$ cat src/rtl/param_nr_divider.sv
// ---------------------------------------------------------------------------
// param_nr_divider
//
// Multi-cycle non-restoring integer divider. It produces one quotient bit per
// cycle for signed (two's-complement) or unsigned operands of WIDTH bits.
// Divide-by-zero and signed-overflow results follow the RISC-V M extension.
//
// Ports
//   clk_i          clock, rising edge
//   rst_i          asynchronous reset, active high
//   clk_en_i       clock enable; all state holds while low
//   start_i        request, accepted when ready_o is high (in IDLE)
//   ready_o        high in IDLE only
//   signed_i       1 = signed operands, sampled at accept
//   dividend_i     dividend, sampled at accept
//   divisor_i      divisor, sampled at accept
//   abort_i        cancels the operation in DIVIDE / RESTORE / DONE
//   quotient_o     quotient, qualified by valid_o
//   remainder_o    remainder, qualified by valid_o
//   valid_o        result available, held until ack_i
//   ack_i          consumer takes the result
//   zero_divide_o  divisor was zero, qualified by valid_o
//   overflow_o     signed MIN / -1, qualified by valid_o
//
// Configuration macro NR_DIV_REMAINDER_EN
//   defined   : a RESTORE cycle fixes up the partial remainder and remainder_o
//               carries the remainder (normal latency WIDTH+2 edges).
//   undefined : no RESTORE state, the quotient is finished in the last DIVIDE
//               cycle and remainder_o is tied to zero (latency WIDTH+1 edges).
// ---------------------------------------------------------------------------
module param_nr_divider #(
  parameter int WIDTH = 32
) (
  input  logic             clk_i,
  input  logic             rst_i,
  input  logic             clk_en_i,
  input  logic             start_i,
  output logic             ready_o,
  input  logic             signed_i,
  input  logic [WIDTH-1:0] dividend_i,
  input  logic [WIDTH-1:0] divisor_i,
  input  logic             abort_i,
  output logic [WIDTH-1:0] quotient_o,
  output logic [WIDTH-1:0] remainder_o,
  output logic             valid_o,
  input  logic             ack_i,
  output logic             zero_divide_o,
  output logic             overflow_o
);

  localparam int CW = $clog2(WIDTH);
  localparam logic [CW-1:0] LAST_CNT = CW'(WIDTH - 1);
  localparam logic [WIDTH-1:0] MIN_VAL = {1'b1, {(WIDTH-1){1'b0}}};

  typedef enum logic [1:0] {IDLE, DIVIDE, RESTORE, DONE} state_e;

  state_e           state_q, state_d;
  logic [CW-1:0]    cnt_q, cnt_d;
  logic [WIDTH:0]   p_q, p_d;       // signed partial remainder
  logic [WIDTH-1:0] a_q, a_d;       // dividend magnitude shifting into quotient
  logic [WIDTH-1:0] b_q, b_d;       // divisor magnitude
  logic             q_neg_q, q_neg_d;
  logic [WIDTH-1:0] quot_q, quot_d;
  logic             valid_q, valid_d;
  logic             ready_q, ready_d;
  logic             zdiv_q, zdiv_d;
  logic             ovf_q, ovf_d;
`ifdef NR_DIV_REMAINDER_EN
  logic             r_neg_q, r_neg_d;
  logic [WIDTH-1:0] rem_q, rem_d;
  logic [WIDTH:0]   p_fix;
`endif

  // One non-restoring step: shift {P, A} left, then add or subtract B
  // depending on the sign of the old P; the new quotient bit is ~sign(P).
  logic [WIDTH:0]   b_ext, p_shift, p_step;
  logic [WIDTH-1:0] a_step, dvd_mag, dvs_mag;
  logic             dvd_neg, dvs_neg;

  assign b_ext   = {1'b0, b_q};
  assign p_shift = {p_q[WIDTH-1:0], a_q[WIDTH-1]};
  assign p_step  = p_q[WIDTH] ? (p_shift + b_ext) : (p_shift - b_ext);
  assign a_step  = {a_q[WIDTH-2:0], ~p_step[WIDTH]};

  assign dvd_neg = signed_i & dividend_i[WIDTH-1];
  assign dvs_neg = signed_i & divisor_i[WIDTH-1];
  assign dvd_mag = dvd_neg ? -dividend_i : dividend_i;
  assign dvs_mag = dvs_neg ? -divisor_i  : divisor_i;

`ifdef NR_DIV_REMAINDER_EN
  assign p_fix = p_q[WIDTH] ? (p_q + b_ext) : p_q;
`endif

  always_comb begin
    // NOTE: every _d starts as a copy of its _q so each path through the case
    // assigns it; a missing default here would infer a latch.
    state_d = state_q;
    cnt_d   = cnt_q;
    p_d     = p_q;
    a_d     = a_q;
    b_d     = b_q;
    q_neg_d = q_neg_q;
    quot_d  = quot_q;
    valid_d = valid_q;
    ready_d = ready_q;
    zdiv_d  = zdiv_q;
    ovf_d   = ovf_q;
`ifdef NR_DIV_REMAINDER_EN
    r_neg_d = r_neg_q;
    rem_d   = rem_q;
`endif

    if (clk_en_i) begin
      unique case (state_q)
        IDLE: begin
          if (start_i) begin
            ready_d = 1'b0;
            zdiv_d  = 1'b0;
            ovf_d   = 1'b0;
            cnt_d   = '0;
            if (divisor_i == '0) begin
              // Divide by zero completes immediately.
              state_d = DONE;
              valid_d = 1'b1;
              zdiv_d  = 1'b1;
              quot_d  = '1;
`ifdef NR_DIV_REMAINDER_EN
              rem_d   = dividend_i;
`endif
            end else if (signed_i && dividend_i == MIN_VAL && divisor_i == '1) begin
              // MIN / -1 has no representable quotient.
              state_d = DONE;
              valid_d = 1'b1;
              ovf_d   = 1'b1;
              quot_d  = dividend_i;
`ifdef NR_DIV_REMAINDER_EN
              rem_d   = '0;
`endif
            end else begin
              state_d = DIVIDE;
              p_d     = '0;
              a_d     = dvd_mag;
              b_d     = dvs_mag;
              q_neg_d = dvd_neg ^ dvs_neg;
`ifdef NR_DIV_REMAINDER_EN
              r_neg_d = dvd_neg;
`endif
            end
          end
        end

        DIVIDE: begin
          if (abort_i) begin
            state_d = IDLE;
            valid_d = 1'b0;
            ready_d = 1'b1;
          end else begin
            p_d   = p_step;
            a_d   = a_step;
            cnt_d = cnt_q + CW'(1);
            if (cnt_q == LAST_CNT) begin
`ifdef NR_DIV_REMAINDER_EN
              state_d = RESTORE;
`else
              // No restore cycle: the quotient is final after this step.
              state_d = DONE;
              valid_d = 1'b1;
              quot_d  = q_neg_q ? -a_step : a_step;
`endif
            end
          end
        end

`ifdef NR_DIV_REMAINDER_EN
        RESTORE: begin
          if (abort_i) begin
            state_d = IDLE;
            valid_d = 1'b0;
            ready_d = 1'b1;
          end else begin
            state_d = DONE;
            valid_d = 1'b1;
            quot_d  = q_neg_q ? -a_q : a_q;
            rem_d   = r_neg_q ? -p_fix[WIDTH-1:0] : p_fix[WIDTH-1:0];
          end
        end
`endif

        DONE: begin
          if (abort_i || ack_i) begin
            state_d = IDLE;
            valid_d = 1'b0;
            ready_d = 1'b1;
          end
        end

        default: begin
          state_d = IDLE;
          valid_d = 1'b0;
          ready_d = 1'b1;
        end
      endcase
    end
  end

  // NOTE: state is updated only with non-blocking assignments so every flop
  // samples the values computed before this edge.
  always_ff @(posedge clk_i or posedge rst_i) begin
    if (rst_i) begin
      state_q <= IDLE;
      cnt_q   <= '0;
      p_q     <= '0;
      a_q     <= '0;
      b_q     <= '0;
      q_neg_q <= 1'b0;
      quot_q  <= '0;
      valid_q <= 1'b0;
      ready_q <= 1'b1;
      zdiv_q  <= 1'b0;
      ovf_q   <= 1'b0;
`ifdef NR_DIV_REMAINDER_EN
      r_neg_q <= 1'b0;
      rem_q   <= '0;
`endif
    end else begin
      state_q <= state_d;
      cnt_q   <= cnt_d;
      p_q     <= p_d;
      a_q     <= a_d;
      b_q     <= b_d;
      q_neg_q <= q_neg_d;
      quot_q  <= quot_d;
      valid_q <= valid_d;
      ready_q <= ready_d;
      zdiv_q  <= zdiv_d;
      ovf_q   <= ovf_d;
`ifdef NR_DIV_REMAINDER_EN
      r_neg_q <= r_neg_d;
      rem_q   <= rem_d;
`endif
    end
  end

  assign ready_o       = ready_q;
  assign valid_o       = valid_q;
  assign quotient_o    = quot_q;
  assign zero_divide_o = zdiv_q;
  assign overflow_o    = ovf_q;
`ifdef NR_DIV_REMAINDER_EN
  assign remainder_o   = rem_q;
`else
  assign remainder_o   = '0;
`endif

endmodule

$ cat config.mk
export PLATFORM = sky130hd
export DESIGN_NAME = param_nr_divider
export DESIGN_NICKNAME = d
export VERILOG_FILES = /design/src/rtl/param_nr_divider.sv
export SDC_FILE = /design/constraint.sdc
export NUM_CORES = 1
export LEC_CHECK = 0
export ABC_CLOCK_PERIOD_IN_PS = 11000
export BUFFER_PORTS_ARGS = -buffer_cell sky130_fd_sc_hd__buf_4
export CAP_MARGIN = 20
export CELL_PAD_IN_SITES_DETAIL_PLACEMENT = 1
export CELL_PAD_IN_SITES_GLOBAL_PLACEMENT = 1
export CORE_ASPECT_RATIO = 0.5
export CORE_MARGIN = 8
export CORE_UTILIZATION = 47
export CTS_CLUSTER_SIZE = 20
export DETAILED_ROUTE_END_ITERATION = 10
export MAX_ROUTING_LAYER = met4
export PLACE_DENSITY = 0.95
export SETUP_SLACK_MARGIN = 0.2
export SYNTH_ARGS = -nofsm -noshare
export SYNTH_HDL_FRONTEND = slang
export SYNTH_SLANG_ARGS = --single-unit
$ cat constraint.sdc
create_clock -name clk_i -period 11 [get_ports clk_i]
set_input_delay 1.1 -clock clk_i [delete_from_list [all_inputs] [get_ports clk_i]]
set_output_delay 1.1 -clock clk_i [all_outputs]
set_load 0.005 [all_outputs]
==> metrics.md <==
| Metric | Value |
|---|---|
| Layout cell share with drive strength beyond 1 | `0.120` |
| Post-CTS Resized | `0` |
| Crit path max fanout | `28` |
| Worst setup EP type | `flip-flop` |
| Ports | `139` |
| Total global-route track usage | `0.263` |
| Sink Count | `141` |
| Ys async rst share | `1.00` |
| Drt first pass iters | `5` |
| Gr ovfl total | `0` |
| Mapped Avg Cell Area | `8.07 um2` |
| CTS Hold Bufs | `0` |
| DIE AREA | `27600 um2` |
| # Post-CTS Setup Buffers | `0` |
| RSZ-0062 raised after global routing | `false` |
| Crit path arrival time | `7.62 ns` |
| Wire per inst | `21.6 um` |
| Status | `complete, no violations` |
| Vias in the first global route | `10800` |
| Max clock buf depth | `2` |
| Clock transition at path regs | `0.06 ns` |
| Worst path bufs/invs | `1` |
| H-tree depth | `4` |
| Core Region | `21700 um2` |
| Initial Utilization | `0.481` |
| Worst-skew pair later-pin latency | `0.44 ns` |
| Most used cell, CP | `nand2_1` |
| First-pass GRT wire length | `57.2 mm` |
| Critical path required time | `11.31 ns` |
| Max Cap Violations | `0` |
| HP Class | `reg -> reg` |
| Residual DRC | `0` |
| Hold WS | `0.488 ns` |
| CTS buffer count | `17` |
| Area of the mapped netlist | `10500 um2` |
| Max Fclk | `137 MHz` |
| Crit start category | `flip-flop` |
| CTS tree | `built` |
| LEAKAGE | `5.14 nW` |
| Post-synth EDFFs | `0` |
| Maximum vdd drop | `0.153 mV` |
| Sequential-to-total area share from yosys stat | `0.338` |
| Root Buffer | `clkbuf_16` |
| Setup violators final | `0` |
| Final nets | `1472` |
| Routed Wire Length | `36.2 mm` |
| Critical path class | `reg -> reg` |
| Max-slew headroom | `0.213` |
| Slowest Stage Delay on Critical Path | `0.66 ns` |
| Filler cells | `2651` |
| Post-synth top flop | `dfrtp_1` |
| # diodes | `0` |
| CP cell instances | `or4_4, nor4_1, nor2b_1, and3_1, a21oi_1, xor2_1, ha_1, a2111oi_0, nand2_1, a2111oi_0, a2bb2oi_1, a41o_1, and3_4, or2_1, inv_1, ha_1, nand2_1, nor2_1, nand4_1, o21ai_0, nand2_1, xor2_1, a21oi_1, nor2_1` |
| GPL Wtd Cong | `0.948` |
| FF-to-FF setup slack | `3.69 ns` |
| Clock Skew | `0.0138 ns` |
| Num rows | `38` |
| Via Count | `10300` |
| Initial antenna violation count | `0` |
| Delay-heaviest family, CP | `simple AND/OR/NAND/NOR gates` |
| Drt via density | `6.15` |
| Worst-Margin Slew | `1.17 ns` |
| Synthesis warning total | `0` |
| Hpwl dp | `25.8 mm` |
| Mapped Cells | `1296` |
| Final Critical Period | `7.31 ns` |
| Largest net degree at the start of global routing | `110` |
| Final ANT Viol Nets | `0` |
| Final period util | `0.665` |
| Cell area power density | `311 nW/um2` |
| Setup_tns | `0 ns` |
| Die Y-Extent | `121 um` |
| Final Hold Fails | `0` |
| Final Max Tran Viols | `0` |
| Slowest CP cell | `a2111oi_0` |
| #FFs+latches synth | `141` |
| Unique masters post-synth | `70` |
| Number of buffers added on ports | `106` |
| Die W | `227 um` |
| Area grow syn2layout | `13.7%` |
| DRT iter0 DRCs | `1046` |
[sequential cells by signal, summed over array words and instances (netlist names)]
register and flops:
cnt_q 5, q_neg_q 1, ready_o 1, quotient_o 32, state_q 2, overflow_o 1
b_q 32, valid_o 1, p_q 33, a_q 32, zero_divide_o 1
[cell families (layout without fill, tap and decap cells)]
group / after synthesis / after routing / share of synthesized area
AND/OR/NAND/NOR: 435 / 435 / 0.201
AO/OA/AOI/OAI: 404 / 404 / 0.237
buffers and inverters: 144 / 189 / 0.0655
flip-flops: 141 / 141 / 0.338
XOR/XNOR: 128 / 128 / 0.107
adder cells (fa/ha/maj): 40 / 40 / 0.0486
multiplexers: 3 / 3 / 0.00311
other: 1 / 32 / 0.000359
[final cells by class]
cell class / instances / area [um2] / share of cell area
Timing Repair Buffer: 114 / 876 / 0.0737
Tap cell: 300 / 375 / 0.0316
Clock buffer: 22 / 464 / 0.0391
Clock inverter: 8 / 92.6 / 0.00779
Sequential cell: 141 / 3530 / 0.297
Multi-Input combinational cell: 1042 / 6370 / 0.536
Inverter: 45 / 174 / 0.0146
[routing by layer]
layer | track usage | part of all wire
met5 | - | 0
met2 | 0.441 | 0.49
met4 | 0.0996 | 0.029
met1 | 0.318 | 0.43
met3 | 0.0405 | 0.045
[stage by stage]
stage | total power, mW | utilization | setup slack, ns | area [um2] | instances
final | 3.69 | 0.547 | 3.69 | 11900 | 1672
after global routing | 3.93 | 0.547 | 3.19 | 11900 | 1672
after detailed placement | 3.03 | 0.520 | 4.01 | 11300 | 1641
after floorplan | 2.40 | - | 5.20 | 10600 | 1327
after CTS | 3.63 | 0.546 | 3.83 | 11900 | 1671
after global placement | 2.86 | 0.520 | 4.45 | 11300 | 1641
[synthesized netlist by cell type, types with 7 or more instances]
library cell / instances / share of area
and3_1: 8 / 0.0048
nand2_1: 146 / 0.052
a21o_1: 14 / 0.010
a31oi_1: 17 / 0.010
o2111a_1: 8 / 0.0086
nor3_1: 27 / 0.013
o311ai_0: 7 / 0.0059
buf_2: 10 / 0.0048
inv_1: 45 / 0.016
buf_4: 33 / 0.024
xor2_1: 68 / 0.057
o31ai_1: 27 / 0.019
and2_1: 12 / 0.0072
clkbuf_1: 51 / 0.018
dfrtp_1: 140 / 0.34
ha_1: 39 / 0.047
nand4_1: 17 / 0.010
o22ai_1: 25 / 0.015
or4_1: 13 / 0.0093
nand3_1: 20 / 0.0096
o21ai_0: 112 / 0.054
xnor2_1: 60 / 0.050
a211oi_1: 15 / 0.011
nor4_1: 10 / 0.0060
a21oi_1: 126 / 0.060
or3_1: 22 / 0.013
nor2_1: 123 / 0.044
[worst reg2reg max path, cell delays in order, from the launching register on]
cell,delay (ns)
dfrtp_1,0.41
or4_4,0.55
nor4_1,0.30
nor2b_1,0.30
and3_1,0.33
a21oi_1,0.12
xor2_1,0.15
ha_1,0.37
a2111oi_0,0.66
nand2_1,0.13
a2111oi_0,0.41
a2bb2oi_1,0.23
a41o_1,0.32
and3_4,0.17
or2_1,0.59
inv_1,0.18
ha_1,0.20
nand2_1,0.11
nor2_1,0.21
nand4_1,0.18
o21ai_0,0.58
nand2_1,0.20
xor2_1,0.20
a21oi_1,0.18
nor2_1,0.08
[cell usage in the layout, fill, tap and decap left out, types with 12 or more instances in the layout]
cell       instances
nor3_1            27
a21o_1            13
a31oi_1           17
xor2_1            68
a211oi_1          15
a21oi_1          126
or4_1             13
nand4_1           17
or3_1             22
nor2_1           121
clkbuf_16         17
o22ai_1           25
inv_1             44
conb_1            32
and2_1            12
nand3_1           20
buf_4            113
o21ai_0          112
xnor2_1           60
nand2_1          146
ha_1              39
o31ai_1           27
dfrtp_1          140
[worst paths after layout]
check | start | endpoint | depth (start not counted)
worst min-delay path | quotient_o[8] | quotient_o[8] | 2
worst min register to register | quotient_o[8] | quotient_o[8] | 2
max in group asynchronous | rst_i | b_q[0] | 3
worst max-delay path | b_q[4] | quotient_o[30] | 24
min in group asynchronous | rst_i | quotient_o[31] | 2
worst max register to register | b_q[4] | quotient_o[30] | 24
[report_power, final]
group          internal, mW  switching, mW  total (mW)
combinational         0.812           1.30        2.11
sequential            0.744          0.272        1.02
clock                 0.341          0.229       0.570
total                  1.90           1.80        3.69
(Power assumes the default switching activity.)
